--- src/rtl/idct1d_butterfly.sv ---
// idct1d_butterfly
//
// Inverse of the first-stage 1-D DCT butterfly. Eight signed (n+1)-bit
// coefficients are written by address into a small memory as four
// (sum, difference) pairs. A start pulse reconstructs the eight n-bit
// samples, one pair per cycle, on a single add/subtract pair. The samples
// are then streamed out in natural order x[0]..x[7] under oe.
//
// State table:
//   IDLE    | waiting; coefficient writes allowed, start accepted
//   COMPUTE | one pair per cycle into the result regs, 4 cycles
//   DONE    | results ready; writes allowed, oe begins read, start recomputes
//   READ    | one sample per oe-high edge, back to IDLE after x[7]
//
// Ports:
//   clk        clock, rising edge
//   reset      asynchronous, active-high reset
//   wr         write data_in to coefficient memory at add (IDLE/DONE only)
//   start      begin reconstruction (IDLE, or DONE with oe low)
//   oe         output enable, advances the read stream
//   data_in    signed (n+1)-bit coefficient word
//   add        coefficient address
//   busy       high in COMPUTE and READ
//   done       high in DONE
//   valid_out  data_out carries a valid sample this cycle
//   data_out   reconstructed n-bit sample
//   err        sticky odd-pair flag
//
// Optional feature: define IDCT_PAIR_CHECK_EN to build the pair consistency
// check. When undefined err is tied low and no check logic exists.

module idct1d_butterfly #(
    parameter int n = 8
) (
    input  logic         clk,
    input  logic         reset,
    input  logic         wr,
    input  logic         start,
    input  logic         oe,
    input  logic [n:0]   data_in,
    input  logic [2:0]   add,
    output logic         busy,
    output logic         done,
    output logic         valid_out,
    output logic [n-1:0] data_out,
    output logic         err
);

    typedef enum logic [1:0] {
        IDLE    = 2'd0,
        COMPUTE = 2'd1,
        DONE    = 2'd2,
        READ    = 2'd3
    } state_t;

    state_t state, state_next;

    logic signed [n:0]   c_mem [0:7];
    logic [n-1:0]        y_reg [0:7];
    logic [1:0]          p;
    logic [2:0]          k;
    logic                start_accept;

    logic signed [n:0]   s_word;
    logic signed [n:0]   d_word;
    logic signed [n+1:0] t_plus;
    logic signed [n+1:0] t_minus;
    logic [2:0]          idx_a;
    logic [2:0]          idx_b;
    logic                unused_bits;

    // Next-state logic; oe takes priority over start in DONE.
    always_comb begin
        state_next   = state;
        start_accept = 1'b0;
        case (state)
            IDLE: begin
                if (start) begin
                    state_next   = COMPUTE;
                    start_accept = 1'b1;
                end
            end
            COMPUTE: begin
                if (p == 2'd3) begin
                    state_next = DONE;
                end
            end
            DONE: begin
                if (oe) begin
                    state_next = READ;
                end else if (start) begin
                    state_next   = COMPUTE;
                    start_accept = 1'b1;
                end
            end
            READ: begin
                if (oe && (k == 3'd7)) begin
                    state_next = IDLE;
                end
            end
            default: state_next = IDLE;
        endcase
    end

    // Output slots for each pair: (a, b) receive the sum and difference halves.
    always_comb begin
        idx_a = 3'd0;
        idx_b = 3'd7;
        case (p)
            2'd0: begin idx_a = 3'd0; idx_b = 3'd7; end
            2'd1: begin idx_a = 3'd4; idx_b = 3'd1; end
            2'd2: begin idx_a = 3'd6; idx_b = 3'd2; end
            2'd3: begin idx_a = 3'd5; idx_b = 3'd3; end
            default: begin idx_a = 3'd0; idx_b = 3'd7; end
        endcase
    end

    assign s_word  = c_mem[{p, 1'b0}];
    assign d_word  = c_mem[{p, 1'b1}];
    assign t_plus  = {s_word[n], s_word} + {d_word[n], d_word};
    assign t_minus = {s_word[n], s_word} - {d_word[n], d_word};

    // An arithmetic shift right by one followed by truncation to n bits is
    // simply bits [n:1]; the top bit and the LSB are dropped.
    assign unused_bits = ^{t_plus[n+1], t_plus[0], t_minus[n+1], t_minus[0]};

    assign busy = (state == COMPUTE) || (state == READ);
    assign done = (state == DONE);

    always_ff @(posedge clk or posedge reset) begin
        if (reset) begin
            state     <= IDLE;
            p         <= 2'd0;
            k         <= 3'd0;
            valid_out <= 1'b0;
            data_out  <= '0;
            for (int i = 0; i < 8; i++) begin
                c_mem[i] <= '0;
                y_reg[i] <= '0;
            end
        end else begin
            state     <= state_next;
            valid_out <= 1'b0;

            if (wr && ((state == IDLE) || (state == DONE))) begin
                c_mem[add] <= data_in;
            end

            if (start_accept) begin
                p <= 2'd0;
            end

            case (state)
                COMPUTE: begin
                    y_reg[idx_a] <= t_plus[n:1];
                    y_reg[idx_b] <= t_minus[n:1];
                    p            <= p + 2'd1;
                end
                DONE: begin
                    if (oe) begin
                        k <= 3'd0;
                    end
                end
                READ: begin
                    if (oe) begin
                        data_out  <= y_reg[k];
                        valid_out <= 1'b1;
                        k         <= k + 3'd1;
                    end
                end
                default: ;
            endcase
        end
    end

`ifdef IDCT_PAIR_CHECK_EN
    // A forward butterfly always yields an even s+d; an odd one flags a
    // corrupted pair. Cleared by the next accepted start.
    always_ff @(posedge clk or posedge reset) begin
        if (reset) begin
            err <= 1'b0;
        end else if (start_accept) begin
            err <= 1'b0;
        end else if ((state == COMPUTE) && t_plus[0]) begin
            err <= 1'b1;
        end
    end
`else
    assign err = 1'b0;
`endif

endmodule

--- config.mk ---
export PLATFORM = sky130hd
export DESIGN_NAME = idct1d_butterfly
export DESIGN_NICKNAME = d
export VERILOG_FILES = /design/src/rtl/idct1d_butterfly.sv
export SDC_FILE = /design/constraint.sdc
export NUM_CORES = 1
export LEC_CHECK = 0
export ABC_AREA = 1
export CELL_PAD_IN_SITES_DETAIL_PLACEMENT = 1
export CELL_PAD_IN_SITES_GLOBAL_PLACEMENT = 1
export CORE_ASPECT_RATIO = 1.75
export CORE_MARGIN = 2
export CORE_UTILIZATION = 50
export CTS_BUF_LIST = sky130_fd_sc_hd__clkbuf_2 sky130_fd_sc_hd__clkbuf_4 sky130_fd_sc_hd__clkbuf_8
export DETAILED_ROUTE_END_ITERATION = 12
export GPL_TIMING_DRIVEN = 0
export PLACE_DENSITY = 0.85
export SLEW_MARGIN = 10
export SYNTH_ARGS = -nofsm -noshare
export SYNTH_HDL_FRONTEND = slang
export SYNTH_SLANG_ARGS = --single-unit
--- constraint.sdc ---
create_clock -name clk -period 8.39 [get_ports clk]
set_clock_uncertainty 0.05 [all_clocks]
set_input_delay 1.678 -clock clk [delete_from_list [all_inputs] [get_ports clk]]
set_output_delay 1.678 -clock clk [all_outputs]
set_load 0.05 [all_outputs]
==> impl_results.md <==
* Core ar. at 16,450 µm²
* Placed cell area at 8987 µm²
* Vias at 7,813
* Register area at 3804 µm²
* I/O Buffers at 26
* Post-CTS Resized at 0
* Final WS setup at 4.621 ns
* Ys flop type: dfrtp_1
* Pre-antenna DRT Iters at 5
* Syn avg cell area at 7.832 µm²
* I/O Pins at 29
* Root Driver: clkbuf_8
* Vias per inst at 5.758
* Number of inserted diodes at 0
* Sink Count at 152
* Residual DRC at 0
* Crit end category: flip-flop
* Antenna violations before repair at 0
* Worst Path Max Fanout at 10
* Area taken by multi-input logic gates at 4051 µm²
* CTS tree: yes
* Final non-filler cell area at 9465 µm²
* Setup TNS at 0 ns
* Total grt overflow at 0
* Period minus WS final at 3.769 ns
* Rows at 62
* Worst Hold Endpoint: y_reg[53]
* CP required at 8.76 ns
* Die X at 102.1 µm
* Hold wc startpoint: y_reg[53]
* Fillers at 2,108
* R2r worst-path depth at 16
* GRT Total Usage at 33.22%
* Post-synth EDFFs at 0
* Antenna Nets Post-Route at 0
* Worst hold path type: flip-flop to flip-flop
* Status: finished, final reports clean
* RSZ-0062 raised after global routing: no
* Placer Congestion at 0.9496
* Share of cells above drive strength 1 at 9.709%
* Worst slew pin tran at 0.7685 ns
* Register area share after synthesis at 45.22%
* Hold-fix buffers, CTS at 0
* Number of synthesis warnings at 0
* Initial Util at 51.15%
* Full die area at 17,920 µm²
* Worst slew margin at 48.49%
* Area growth from synthesis to layout at 12.52%
* Max Slew Vio Count at 0
* Max-Cap Viols at 0
* Iter 0 DRT Violations at 276
* Worst skew pair latency at 0.48 ns
* Max reg flops at 72
* Fin crit share at 44.92%
* DP HPWL at 21,420 µm
* Netlist cell types at 50
* Clk slew on worst S/H paths at 0.08 ns
* Final hold viol count at 0
* Setup CP Type: flip-flop to flip-flop
* Hold Crit Depth at 2
* Final setup fails at 0
* First-pass GRT wire length at 44,740 µm
* FMAX at 265.3 MHz
* CTS buffer count at 17
* Most common cell after layout, fill and taps aside: nand2_1
* Mapped cell area at 8412 µm²
* Die height at 175.6 µm
* Startpoint Class: flip-flop
* Setup Buffers After CTS at 0
* FF-to-FF End: y_reg[5]
* Largest net degree at the start of global routing at 79
* Avg WL per Cell at 20.50 µm
* Htree depth at 4
* Post-synthesis instance total at 1,074
* Commonest non-fill, non-tap cells in the layout: nand2_1, dfrtp_1, o21ai_0
* Final net count at 1,163
* Yosys reg bits at 152
* Worst EP arrival at 4.14 ns
* Share of async-settable or async-resettable flops after synthesis at 100.0%
* Post-Syn Nets at 1,117
* Register-to-Register Setup Slack at 4.62 ns
* R2R Path Start: p[0]
* DP Worst Slack at 4.639 ns
* WL final at 27,820 µm
* Vias in the first global route at 8,562
* Worst hold slack at 0.4301 ns
* Maximum buffer depth of the clock tree at 2
-- worst max-delay path: stages (launching register included) --
cell	delay, ns
dfrtp_1	0.56
buf_6	0.21
clkbuf_1	0.42
a21oi_1	0.15
a32oi_1	0.44
inv_1	0.15
fa_1	0.50
nand3b_1	0.18
nand2_1	0.15
nand2_1	0.07
nand2_1	0.06
a21oi_1	0.08
nand2_1	0.06
nand2_1	0.16
o21ai_0	0.31
nand2_1	0.08
nand2_1	0.07
-- through the flow --
stage          std cells  util, %
6_report            1357    57.55
3_3_place_gp        1324    54.44
4_1_cts             1357    57.55
2_1_floorplan       1074        -
3_5_place_dp        1325    54.65
5_1_grt             1357    57.55
-- how the worst max path moves through the flow --
stage	start	endpoint	slack, ns
final	p[0]	y_reg[5]	4.62
after floorplan	reset	c_mem[0]	2.57
after global routing	p[0]	y_reg[5]	4.29
after detailed placement	p[0]	y_reg[5]	4.64
after CTS	p[0]	y_reg[5]	4.60
after global placement	reset	y_reg[12]	0.51
-- cell type report --
cell class                 instances  share of cell area [%]
timing repair buffer              27                   3.040
multi-input combinational        785                   42.80
sequential                       152                   40.19
inverter                          92                   3.728
tap                              224                   2.961
clock buffer                      26                   3.648
clock inverter                     6                   1.401
buffer                            45                   2.234
-- cells by family after synthesis --
family | after synthesis | synth area share, %
compound gates | 256 | 17.09
xor+xnor | 8 | 1.146
fa+ha+maj | 26 | 4.046
buf+inv | 137 | 6.619
flops | 152 | 45.22
mux | 1 | 0.1190
other cells | 1 | 0.04458
simple gates | 493 | 25.72
-- cell usage after synthesis, drive strengths merged (3+ instances only) --
| cell | instances | area share (%) |
|---|---|---|
| a22oi | 4 | 0.36 |
| inv | 90 | 4.0 |
| dfrtp | 152 | 45 |
| ha | 24 | 3.6 |
| a32oi | 8 | 0.83 |
| clkbuf | 25 | 1.1 |
| nor3 | 5 | 0.61 |
| o221ai | 6 | 0.62 |
| o211ai | 8 | 0.71 |
| buf | 20 | 1.4 |
| nand2 | 320 | 15 |
| a21oi | 67 | 4.2 |
| nand3 | 79 | 5.3 |
| o21ai | 133 | 7.9 |
| nor2 | 83 | 4.1 |
| xor2 | 5 | 0.83 |
| xnor2 | 3 | 0.31 |
| o22ai | 19 | 1.4 |
-- metal layers --
layer / track usage (%) / up-vias / share of wire, %
li1: - / 3642 / -
met1: 31.06 / 3853 / 33
met2: 63.16 / 199 / 57
met3: 5.332 / 119 / 3.0
met4: 22.33 / 0 / 7.3
met5: 0 / - / 0
Power is left out: the tool's default activity adds up to more than one toggle a clock period on the data nets, which glitch-free logic cannot reach.
==> patch, RTL diff (same settings) <==
Add a define of `IDCT_PAIR_CHECK_EN`.
--- a/src/rtl/idct1d_butterfly.sv
+++ b/src/rtl/idct1d_butterfly.sv
@@ -30,2 +30,4 @@
 // check. When undefined err is tied low and no check logic exists.
+
+`define IDCT_PAIR_CHECK_EN
 
Formal check against the unedited RTL: not equivalent (Yosys sat finds a counterexample within 4 cycles, from zero or initial values and one cycle with reset high).
==> patch against the original RTL <==
- area after synthesis up 0.89%
- cell count rose by 1.5%
- sequential share of layout area up 0.34 points
- count of clock-buffer cells in the layout decreased by 5
- sequential cell count increased by 1
- worst hold slack worse by 0.0014 ns
- synthesized cell count grew 1.9%
- design area fell by 0.19%
- die area rose by 0.86%
- routed wire length up 1.1%
- setup slack worse by 0.10 ns
Power is left out: the tool's default activity adds up to more than one toggle a clock period on the data nets, which glitch-free logic cannot reach.
==> patch: results (changes against the original RTL) <==
Parameter                              Value

Run status
  Outcome ... completed (unchanged)

Finish
  Non-clock buffer count ... 74 (was 72)
  Sequential share of cell area ... 40.52% (was 40.19%)
  Data-path buffer share of cell area in the final layout ... 5.417% (was 5.274%)
  Final net count ... 1185 (was 1163)
  # fillers ... 2130 (was 2108)
  Clock buffer instance count of the final layout ... 21 (was 26)

GRT
  Number of global-route vias before repair ... 8482 (was 8562)
  Largest net degree at the start of global routing ... 82 (was 79)
  First-pass GRT wire length ... 45110 microns (was 44740 microns)

Yosys
  Synth Area in Compound Gates ... 16.54% (was 17.09%)
  Multiplexer area fraction after synthesis ... 0% (was 0.1190%)
  Top post-synthesis cells by count ... sky130_fd_sc_hd__nand2_1 (319), sky130_fd_sc_hd__dfrtp_1 (153), sky130_fd_sc_hd__o21ai_0 (128) (was sky130_fd_sc_hd__nand2_1 (302), sky130_fd_sc_hd__dfrtp_1 (152), sky130_fd_sc_hd__o21ai_0 (123))
  Sequential area share after synthesis ... 45.11% (was 45.22%)
  Post-synthesis register bit count ... 153 (was 152)
  Cells taking the most area after synthesis ... sky130_fd_sc_hd__dfrtp_1 (45%), sky130_fd_sc_hd__nand2_1 (14%), sky130_fd_sc_hd__o21ai_0 (7.5%) (was sky130_fd_sc_hd__dfrtp_1 (45%), sky130_fd_sc_hd__nand2_1 (13%), sky130_fd_sc_hd__o21ai_0 (7.3%))
  Synthesized netlist net count ... 1139 (was 1117)
  Count of different cell masters after synthesis ... 45 (was 50)

Placement
  Post-Place Cell Area ... 0.009066 sq mm (was 0.008987 sq mm)
  Placed wire-length estimate after detailed placement ... 21870 microns (was 21420 microns)

Drt
  Iteration-0 DRC Markers ... 270 (was 276)
  Number of search-and-repair iterations in the first detailed-routing pass ... 4 (was 5)
  Drt total wl ... 28120 microns (was 27820 microns)
  Total via count after detailed routing ... 7850 (was 7813)

Setup path
  Critical path data arrival time ... 4.23 ns (was 4.14 ns)
  Family with the most delay on the worst path ... buffers and inverters (was compound AO/OA/AOI/OAI gates)
  Master of the slowest instance on the critical path ... sky130_fd_sc_hd__fa_1 (was sky130_fd_sc_hd__dfrtp_1)

Die
  Width of the chip ... 102.5 microns (was 102.1 microns)

STA
  Slew Limit Headroom ... 42.62% (was 48.49%)
[patch: changes by cell type after synthesis, moves of 6 or more]
cell | unedited run | this run
sky130_fd_sc_hd__buf_2 | 13 | 19
sky130_fd_sc_hd__nand3_1 | 70 | 82
sky130_fd_sc_hd__nand2_2 | 14 | 7
sky130_fd_sc_hd__inv_1 | 79 | 95
sky130_fd_sc_hd__nor2_1 | 76 | 68
sky130_fd_sc_hd__nand2_1 | 302 | 319
[patch: cell families (layout without fill, tap and decap cells)]
kind of cell / Yosys count / in the layout
AOI/OAI and AO/OA: 250 / 250
xor gates and xnor gates: 6 / 6
adders and majority gates: 28 / 28
buffers and inverters: 151 / 208
DFF: 153 / 153
and+or+nand+nor: 506 / 506
[patch: metrics by stage]
| stage | instances | utilization [%] | setup WS (ns) |
|---|---|---|---|
| after global placement | 1347 | 53.79 | 0.5101 |
| after CTS | 1378 | 56.27 | 4.510 |
| after global routing | 1378 | 56.27 | 4.134 |
| after detailed placement | 1348 | 54.00 | 4.528 |
| final | 1378 | 56.27 | 4.518 |
| after floorplan | 1094 | - | 2.541 |
[patch: routing by layer]
layer / track usage (%) / wire length, microns / vias up
met4: 26.39 / 2405 / 0
met3: 4.988 / 828 / 130
met2: 62.09 / 15510 / 222
met1: 32.16 / 9372 / 3820
li1: - / - / 3678
met5: 0 / 0 / -
[patch: path summary, 6_finish.rpt]
check / start / cells past startpoint / end / slack (ns)
worst min register to register: y_reg[26] / 2 / y_reg[26] / 0.43
worst max-delay path: p[0] / 14 / y_reg[19] / 4.52
max in group asynchronous: reset / 3 / y_reg[31] / 5.86
worst min-delay path: y_reg[26] / 2 / y_reg[26] / 0.43
worst max register to register: p[0] / 14 / y_reg[19] / 4.52
min in group asynchronous: reset / 2 / y_reg[3] / 1.62
